==> src/rtl/psr_cond_unit.sv <==
// ============================================================================
// psr_cond_unit
//
// Processor status register (PSR) plus branch-condition evaluator.
//
// The PSR holds five flags {Z,C,F,N,L}. It is loaded either from the ALU flag
// byte (flags_we) or from a software source operand (psr_wr, LPR). psr_wr has
// priority when both are high. psr_rdata always shows the registered PSR
// (SPR instruction).
//
// A condition evaluation is a valid/ready handshake with one result slot:
//   IDLE   : eval_ready=1; eval_req captures the result of cond against the
//            next-PSR value (same-cycle flag writes are bypassed in).
//   RESULT : taken_valid=1; taken is held until taken_ack. New requests are
//            ignored. PSR writes still land in the PSR but never disturb taken.
// Each accepted result with taken=1 bumps a saturating 16-bit counter.
//
// Ports
//   clk          in   1   rising-edge clock
//   reset        in   1   synchronous, active-high
//   alu_psr      in   8   {3'b0,Z,C,F,N,L} from the ALU; [7:5] ignored
//   flags_we     in   1   capture alu_psr[4:0] into the PSR
//   psr_wr       in   1   load PSR from psr_wdata[4:0]
//   psr_wdata    in  16   LPR source operand
//   psr_rdata    out 16   {11'b0,Z,C,F,N,L}
//   eval_req     in   1   evaluation request
//   cond         in   4   condition code, sampled with eval_req
//   eval_ready   out  1   request can be accepted this cycle
//   taken_valid  out  1   result available
//   taken        out  1   condition result (valid with taken_valid)
//   taken_ack    in   1   consumer accepts the result
//   taken_count  out 16   saturating count of accepted taken results
// ============================================================================
module psr_cond_unit (
    input  logic        clk,
    input  logic        reset,
    input  logic [7:0]  alu_psr,
    input  logic        flags_we,
    input  logic        psr_wr,
    input  logic [15:0] psr_wdata,
    output logic [15:0] psr_rdata,
    input  logic        eval_req,
    input  logic [3:0]  cond,
    output logic        eval_ready,
    output logic        taken_valid,
    output logic        taken,
    input  logic        taken_ack,
    output logic [15:0] taken_count
);

    localparam int PSR_W = 5;
    localparam int CNT_W = 16;

    // Flag positions inside the PSR.
    localparam int Z_BIT = 4;
    localparam int C_BIT = 3;
    localparam int F_BIT = 2;
    localparam int N_BIT = 1;
    localparam int L_BIT = 0;

    typedef enum logic {
        IDLE   = 1'b0,
        RESULT = 1'b1
    } state_t;

    // ------------------------------------------------------------------------
    // Condition decode. L is the unsigned/ordered "greater" flag, N the signed
    // one, so LO/LT are "neither greater nor equal" and HS/GE include equal.
    // ------------------------------------------------------------------------
    function automatic logic cond_eval(input logic [3:0]       cc,
                                       input logic [PSR_W-1:0] p);
        logic z, c, f, n, l, r;
        z = p[Z_BIT];
        c = p[C_BIT];
        f = p[F_BIT];
        n = p[N_BIT];
        l = p[L_BIT];
        case (cc)
            4'h0:    r = z;            // EQ
            4'h1:    r = ~z;           // NE
            4'h2:    r = c;            // CS
            4'h3:    r = ~c;           // CC
            4'h4:    r = l;            // HI
            4'h5:    r = ~l;           // LS
            4'h6:    r = n;            // GT
            4'h7:    r = ~n;           // LE
            4'h8:    r = f;            // FS
            4'h9:    r = ~f;           // FC
            4'hA:    r = ~l & ~z;      // LO
            4'hB:    r = l | z;        // HS
            4'hC:    r = ~n & ~z;      // LT
            4'hD:    r = n | z;        // GE
            4'hE:    r = 1'b1;         // UC
            default: r = 1'b0;         // never
        endcase
        return r;
    endfunction

    // Increment that sticks at all-ones instead of wrapping.
    function automatic logic [CNT_W-1:0] sat_inc(input logic [CNT_W-1:0] v);
        logic [CNT_W-1:0] r;
        if (v == {CNT_W{1'b1}})
            r = v;
        else
            r = v + {{(CNT_W-1){1'b0}}, 1'b1};
        return r;
    endfunction

    state_t             state_q;
    state_t             state_nxt;
    logic [PSR_W-1:0]   psr_q;
    logic [PSR_W-1:0]   psr_nxt;
    logic               taken_p1;
    logic [CNT_W-1:0]   count_q;
    logic               accept;
    logic               count_en;

    // Only the low five bits of either PSR source carry flags.
    logic               unused_bits;
    assign unused_bits = ^{alu_psr[7:PSR_W], psr_wdata[15:PSR_W]};

    // ------------------------------------------------------------------------
    // Next-PSR: this value is both the register input and the bypass used by
    // a same-cycle evaluation, so the LPR-over-ALU priority lives in one place.
    // ------------------------------------------------------------------------
    always_comb begin
        psr_nxt = psr_q;
        if (psr_wr)
            psr_nxt = psr_wdata[PSR_W-1:0];
        else if (flags_we)
            psr_nxt = alu_psr[PSR_W-1:0];
    end

    always_ff @(posedge clk) begin
        if (reset)
            psr_q <= '0;
        else
            psr_q <= psr_nxt;
    end

    // ------------------------------------------------------------------------
    // Handshake FSM: state register
    // ------------------------------------------------------------------------
    always_ff @(posedge clk) begin
        if (reset)
            state_q <= IDLE;
        else
            state_q <= state_nxt;
    end

    // Handshake FSM: next state and outputs
    always_comb begin
        state_nxt   = state_q;
        eval_ready  = 1'b0;
        taken_valid = 1'b0;
        accept      = 1'b0;
        case (state_q)
            IDLE: begin
                eval_ready = 1'b1;
                if (eval_req) begin
                    accept    = 1'b1;
                    state_nxt = RESULT;
                end
            end
            RESULT: begin
                // eval_req is deliberately not looked at here; the slot is
                // full until the consumer acks.
                taken_valid = 1'b1;
                if (taken_ack)
                    state_nxt = IDLE;
            end
            default: state_nxt = IDLE;
        endcase
    end

    // ------------------------------------------------------------------------
    // Result stage: taken is latched once on acceptance, so neither cond nor
    // later PSR writes can disturb it while it waits for the ack.
    // ------------------------------------------------------------------------
    always_ff @(posedge clk) begin
        if (reset)
            taken_p1 <= 1'b0;
        else if (accept)
            taken_p1 <= cond_eval(cond, psr_nxt);
    end

    assign count_en = taken_valid & taken_ack & taken_p1;

    always_ff @(posedge clk) begin
        if (reset)
            count_q <= '0;
        else if (count_en)
            count_q <= sat_inc(count_q);
    end

    assign taken       = taken_p1;
    assign taken_count = count_q;
    assign psr_rdata   = {{(16-PSR_W){1'b0}}, psr_q};

endmodule

==> config.mk <==
export PLATFORM = sky130hd
export DESIGN_NAME = psr_cond_unit
export DESIGN_NICKNAME = d
export VERILOG_FILES = /design/src/rtl/psr_cond_unit.sv
export SDC_FILE = /design/constraint.sdc
export NUM_CORES = 1
export LEC_CHECK = 0
export CAP_MARGIN = 5
export CORE_UTILIZATION = 40
export CTS_BUF_LIST = sky130_fd_sc_hd__clkbuf_4 sky130_fd_sc_hd__clkbuf_8 sky130_fd_sc_hd__clkbuf_16
export CTS_CLUSTER_DIAMETER = 80
export DETAILED_ROUTE_END_ITERATION = 7
export PLACE_DENSITY = 0.86
export SYNTH_ARGS = -nofsm -noshare
export SYNTH_HDL_FRONTEND = slang
export SYNTH_SLANG_ARGS = --single-unit
==> constraint.sdc <==
create_clock -name clk -period 6.4 [get_ports clk]
set_input_delay 1.92 -clock clk [delete_from_list [all_inputs] [get_ports clk]]
set_output_delay 1.92 -clock clk [all_outputs]
set_load 0.01 [all_outputs]
==> out/summary.txt, run 1 <==
==========================================================================================
GR Layer Usage met2                                                                  0.316
Post-CTS setup repair buffer count                                                       0
Worst Reg2Reg Path Length in Cells                                                       6
Largest family of logic cells by synthesized area                             simple AND/OR/NAND/NOR gates
Initial DRT Pass Iterations                                                              4
Synthesized-area fraction occupied by xor and xnor cells                             0.128
Overall routed net length                                                          2.95 mm
Vias in the first global route                                                        1057
Vias per std cell                                                                     5.05
Initial antenna violation count                                                          0
Number of violations of the max-capacitance limit                                        0
Share of the synthesized area in the top cell type                                   0.339
Clock H-tree levels                                                                      1
Normalized max-slew margin                                                           0.433
Achievable frequency                                                               256 MHz
Final slew viol count                                                                    0
Hold Worst Slack                                                                  0.516 ns
All-layer global routing usage                                                       0.170
Layout Skew                                                                     0.00481 ns
Cell chain of the critical path                                               clkdlybuf4s50_1, mux2_4, mux4_2, xnor2_2, nor3b_1, nor3_2, a211oi_2
Busiest metal layer after global routing                                              met2
Crit path launch type                                                            input pin
Unique masters post-synth                                                               38
Number of buffers created by CTS                                                         3
Leak                                                                              0.658 nW
Clock Root Buffer                                                                 clkbuf_4
Setup_tns                                                                             0 ns
Final clock period utilization by the worst path                                     0.610
Effective utilization at floorplan                                                   0.434
Total clock sinks                                                                       23
Synthesized instance count                                                             151
Global placement routability congestion                                              0.746
Minimum period implied by the final worst setup slack                              3.90 ns
Largest net degree at the start of global routing                                       24
Clock insertion delay at the later pin of the skew report                          0.31 ns
Setup repair after global routing missed its margin                                     no
Area fraction in and, or, nand and nor cells after synthesis                         0.240
Placement Rows                                                                          20
Placed standard-cell area                                                        1770 um^2
Remaining global-route overflow                                                          0
Hold buffer count at CTS                                                                 0
Warnings from Yosys                                                                      0
Largest area contributor in the netlist                                            dfxtp_1
Async S/R FF share, synth                                                                0
Clock transition at the registers of the reported paths                            0.12 ns
Clock tree from TritonCTS                                                            built
Number of failing setup endpoints in the final timing report                             0
Flops & latches, synth                                                                  23
Avg WL per Cell                                                                    12.5 um
Post-synthesis mux area share                                                        0.114
GRT met3 Usage                                                                      0.0216
Area Growth Syn to Fin                                                               32.6%
Final HPWL from detailed placement                                                 2.22 mm
Worst EP arrival                                                                   4.14 ns
Die area                                                                         3630 um^2
Number of input and output port buffers inserted                                        43
Number of buffers on the longest clock path                                              2
Maximum single-stage delay on the critical path                                    0.73 ns
Reg2Reg Launch Point                                                              psr_q[0]
Die boundary width                                                                 60.2 um
Resized cells post-CTS                                                                   0
CP Class                                                                         in -> reg
Drt drc                                                                                  0
Post-route ant nets                                                                      0
Sequential-to-total area share from yosys stat                                       0.339
Fraction of final layout cells sized beyond drive strength 1                        0.0833
Number of vias in the routed layout                                                   1192
Top area cells in the synthesized netlist                                     dfxtp_1, nor2_1, xor2_1
Net count, final                                                                       228
Met1 global-route usage                                                              0.195
Run status                                                                       completed
Syn avg cell area                                                                8.98 um^2
Worst setup path startpoint                                                       flags_we
Post-route cell area                                                             1800 um^2
Capture point of the worst path                                                      taken
Required @ worst endpoint                                                          6.63 ns
Reg2reg end                                                                          taken
Hold violation count in the final report                                                 0
Critical-path maximum fanout                                                             7
Commonest register cell after synthesis                                            dfxtp_1
Worst min path class                                                            reg -> reg
Worst-case register-to-register setup slack                                        4.54 ns
First-pass GRT wire length                                                         4.60 mm
Type of element capturing the critical path                                           flop
Max rail drop VDD                                                                0.0870 mV
Initial DRC count                                                                       47
Top Ports                                                                               69
Number of synthesized flops with an enable pin                                           0
Share of synthesized cell area in full adder, half adder and majority cells        0.00923
Chip Height                                                                        60.2 um
Cell area after synthesis                                                        1360 um^2
Placeable core region                                                            3130 um^2
Slowest cell on the critical path                                             clkdlybuf4s50_1
Power density normalized to cell area                                          154 nW/um^2
Post-synthesis compound-gate area fraction                                          0.0701
Worst-Margin Slew                                                                 0.847 ns
Total inserted antenna cells                                                             0
==========================================================================================
==> flip-flops by register name, summed over array words and instances (netlist names) <==
register / count
psr_q: 5
taken: 1
state_q: 1
taken_count: 16
==> routing by layer <==
metal | share of wire | routed length (um)
met5 | 0 | 0
met1 | 0.44 | 1300
met2 | 0.50 | 1480
met3 | 0.046 | 137
met4 | 0.014 | 41
==> cells in the final DEF (no fill, tap or decap) <==
| cell type | instances |
|---|---|
| nand4_1 | 7 |
| clkbuf_4 | 4 |
| a211oi_2 | 1 |
| conb_1 | 11 |
| a21oi_1 | 3 |
| dfxtp_1 | 23 |
| nor4_1 | 3 |
| xor2_1 | 10 |
| clkdlybuf4s50_1 | 43 |
| and4_1 | 1 |
| nor2_1 | 24 |
| nor3_2 | 1 |
| a2111oi_0 | 1 |
| a2111oi_2 | 1 |
| nand2b_1 | 1 |
| xnor2_1 | 8 |
| mux2_4 | 4 |
| ha_1 | 1 |
| nor3_1 | 2 |
| a32o_1 | 1 |
| xnor2_2 | 1 |
| a31o_1 | 1 |
| nor4_2 | 1 |
| nor3b_1 | 3 |
| mux4_2 | 2 |
| o21bai_2 | 1 |
| nand3_1 | 7 |
| inv_1 | 5 |
| a41oi_1 | 1 |
| and3_1 | 1 |
| nor2b_1 | 3 |
| nor4b_1 | 1 |
| mux2i_1 | 5 |
| o21ai_0 | 1 |
| nand2_1 | 9 |
==> worst min path at each step <==
stage	startpoint	endpoint	slack, ns	depth (start not counted)
2_1_floorplan	state_q	state_q	0.52	2
3_3_place_gp	state_q	state_q	0.49	2
3_5_place_dp	state_q	state_q	0.51	2
4_1_cts	state_q	state_q	0.52	2
5_1_grt	state_q	state_q	0.56	2
6_report	state_q	state_q	0.52	2
==> where the power goes <==
group | internal, mW | switching [mW]
logic | 0.0317 | 0.0247
registers | 0.146 | 0.00258
clock network | 0.0286 | 0.0434
total | 0.207 | 0.0707
==> area by class of cell <==
class / count / area [um^2]
clock buffers: 4 / 30.0
inverters: 5 / 18.8
multi-input cells: 117 / 803
repair buffers: 43 / 430
fillers: 321 / 1330
well taps: 44 / 55.1
flip-flops and latches: 23 / 460
==> critical path, delay by kind of cell <==
family	cells	cell delay, ns
XOR/XNOR	1	0.14
multiplexers	2	0.84
AO/OA/AOI/OAI	1	0.20
buffers and inverters	1	0.73
AND/OR/NAND/NOR	2	0.30
==> stage by stage <==
| step | setup WS, ns | util | cells | total power, mW |
|---|---|---|---|---|
| after floorplan | 2.92 | - | 161 | 0.189 |
| after global placement | 2.22 | 0.565 | 232 | 0.207 |
| after detailed placement | 2.15 | 0.565 | 232 | 0.209 |
| after CTS | 2.49 | 0.575 | 236 | 0.281 |
| after global routing | 2.46 | 0.575 | 236 | 0.292 |
| final | 2.50 | 0.575 | 236 | 0.277 |
==> Yosys cell counts (2+ instances only) <==
cell type  instances
nor3b_1            3
inv_1              5
xnor2_1            8
mux4_2             2
xor2_1            10
nor2b_1            3
buf_4             11
mux2i_1            5
nand4_1            7
nor2_1            24
nand2_1            9
nand3_1            7
nor4_1             3
clkbuf_1           2
nor3_1             2
a21oi_1            3
dfxtp_1           23
mux2_4             4
==> cells by family (layout without fill, tap and decap cells) <==
kind of cell             count (synthesis)  after routing
adder cells (fa/ha/maj)                  1              1
flip-flops                              23             23
AO/OA/AOI/OAI                           11             11
AND/OR/NAND/NOR                         64             64
XOR/XNOR                                19             19
other                                    1             11
buffers and inverters                   21             52
multiplexers                            11             11
Power figures use the tool's default switching activity.
==> run 2: changes to the inputs <==
CORE_UTILIZATION = 36   (was 40)
PLACE_DENSITY = 0.82   (was 0.86)
clock period = 3.1 ns   (was 6.4 ns; I/O delays follow)
==> run 2 against run 1 <==
  * Largest power group unchanged
  * Largest cell class unchanged
  * Via count down 0.76%
  * Total power up 120%
  * First-iteration DRC count down 40%
  * Clock skew down 0.00052 ns
  * Critical path type unchanged
  * Non-clock buffer count up 4
  * Count of clock-buffer cells in the layout unchanged
  * Critical path depth unchanged
  * Core utilization down 4.2 points
  * Sequential share of layout area down 0.71 points
==> out/summary.txt, run 2 (synthesis results as in run 1) <==
============================================================================
Run status                                                         completed
Drt drc                                                                    0
Number of violations of the max-capacitance limit                          0
Worst min path class                                              reg -> reg
Effective utilization at floorplan                                     0.391
Leak                                                                0.686 nW
Vias in the first global route                                          1183
Largest register FFs                                                      16
Fraction of final layout cells sized beyond drive strength 1           0.102
Required @ worst endpoint                                            3.28 ns
Number of buffers on the longest clock path                                2
Achievable frequency                                                 360 MHz
Top Ports                                                                 69
Crit path launch type                                              input pin
Resized cells post-CTS                                                     0
First-pass GRT wire length                                           5.09 mm
Hold buffer count at CTS                                                   0
Family with the most delay on the worst path                    multiplexers
Total power after layout                                            0.624 mW
Clock H-tree levels                                                        1
Number of input and output port buffers inserted                          43
Die area                                                           4020 um^2
Avg WL per Cell                                                      12.5 um
Max rail drop VDD                                                   0.235 mV
Placement Rows                                                            21
Number of buffers created by CTS                                           3
Initial DRC count                                                         28
Cell chain of the critical path                                 clkdlybuf4s50_1, mux2_4, mux4_2, xnor2_2, nor3b_1, nor3_2, a211oi_2
Net count, final                                                         232
Commonest cells after routing, fill and taps aside              clkdlybuf4s50_1, nor2_1, dfxtp_1
Vias per std cell                                                       4.89
Clock tree from TritonCTS                                              built
Final clock period utilization by the worst path                       0.897
CP Class                                                           in -> reg
Maximum single-stage delay on the critical path                      0.55 ns
Type of element capturing the critical path                             flop
Worst-case register-to-register setup slack                          1.25 ns
Die boundary width                                                   63.4 um
Post-route cell area                                               1850 um^2
Number of vias in the routed layout                                     1183
Initial DRT Pass Iterations                                                4
Post-route ant nets                                                        0
Worst-Margin Slew                                                   0.840 ns
Critical-path maximum fanout                                               3
Hold violation count in the final report                                   0
Total inserted antenna cells                                               0
Clock transition at the registers of the reported paths              0.08 ns
Setup repair after global routing missed its margin                       no
Worst EP arrival                                                     2.96 ns
Global placement routability congestion                                0.763
Remaining global-route overflow                                            0
Chip Height                                                          63.4 um
Final slew viol count                                                      0
Placeable core region                                              3470 um^2
Initial antenna violation count                                            0
Slowest cell on the critical path                               clkdlybuf4s50_1
Overall routed net length                                            3.04 mm
Clock Root Buffer                                                   clkbuf_8
Layout Skew                                                       0.00429 ns
Power density normalized to cell area                            337 nW/um^2
Number of failing setup endpoints in the final timing report               0
Clock insertion delay at the later pin of the skew report            0.26 ns
Final HPWL from detailed placement                                   2.24 mm
Most common library cell in the layout ignoring fill and taps   clkdlybuf4s50_1
Minimum period implied by the final worst setup slack                2.78 ns
Total clock sinks                                                         23
Buffers plus inverters on the worst setup path                             1
Placed standard-cell area                                          1800 um^2
Area Growth Syn to Fin                                                 36.3%
All-layer global routing usage                                         0.156
Setup_tns                                                               0 ns
Largest net degree at the start of global routing                         24
Normalized max-slew margin                                             0.438
Post-CTS setup repair buffer count                                         0
============================================================================
run 2: path summary, 6_finish.rpt:
path                            startpoint      end  cells past startpoint
worst max-delay path              flags_we    taken                      7
worst min-delay path               state_q  state_q                      2
worst max register to register    psr_q[0]    taken                      6
worst min register to register     state_q  state_q                      2
run 2: worst reg2reg max path, stage by stage (launching register included):
cell	delay, ns
dfxtp_1	0.33
mux2_4	0.28
mux4_2	0.49
xnor2_2	0.15
nor3b_1	0.26
nor3_2	0.07
a211oi_2	0.20
run 2: area by class of cell:
| class | count | area, um^2 |
|---|---|---|
| clock buffers | 4 | 48.8 |
| fillers | 322 | 1620 |
| inverters | 5 | 18.8 |
| multi-input cells | 117 | 803 |
| flip-flops and latches | 23 | 460 |
| well taps | 46 | 57.6 |
| repair buffers | 47 | 460 |
run 2: metal layers:
layer	up-vias	wire length, um	GRT usage	part of all wire
met2	45	1450	0.279	0.48
met5	-	0	0	0
met3	7	190	0.0254	0.063
li1	593	-	-	-
met4	0	61	0.0710	0.020
met1	538	1340	0.180	0.44
run 2: stage by stage:
step	util	setup slack, ns	std cells	hold slack, ns
global route	0.533	0.210	242	0.545
CTS	0.533	0.305	242	0.511
floorplan	-	0.608	161	0.517
detailed placement	0.519	0.0311	238	0.497
finish	0.533	0.318	242	0.507
global placement	0.519	0.0331	238	0.492
run 2: power breakdown:
part | total [mW] | switching [mW] | internal [mW]
logic | 0.121 | 0.0520 | 0.0685
registers | 0.307 | 0.00511 | 0.302
clock network | 0.196 | 0.0955 | 0.101
total | 0.624 | 0.153 | 0.471
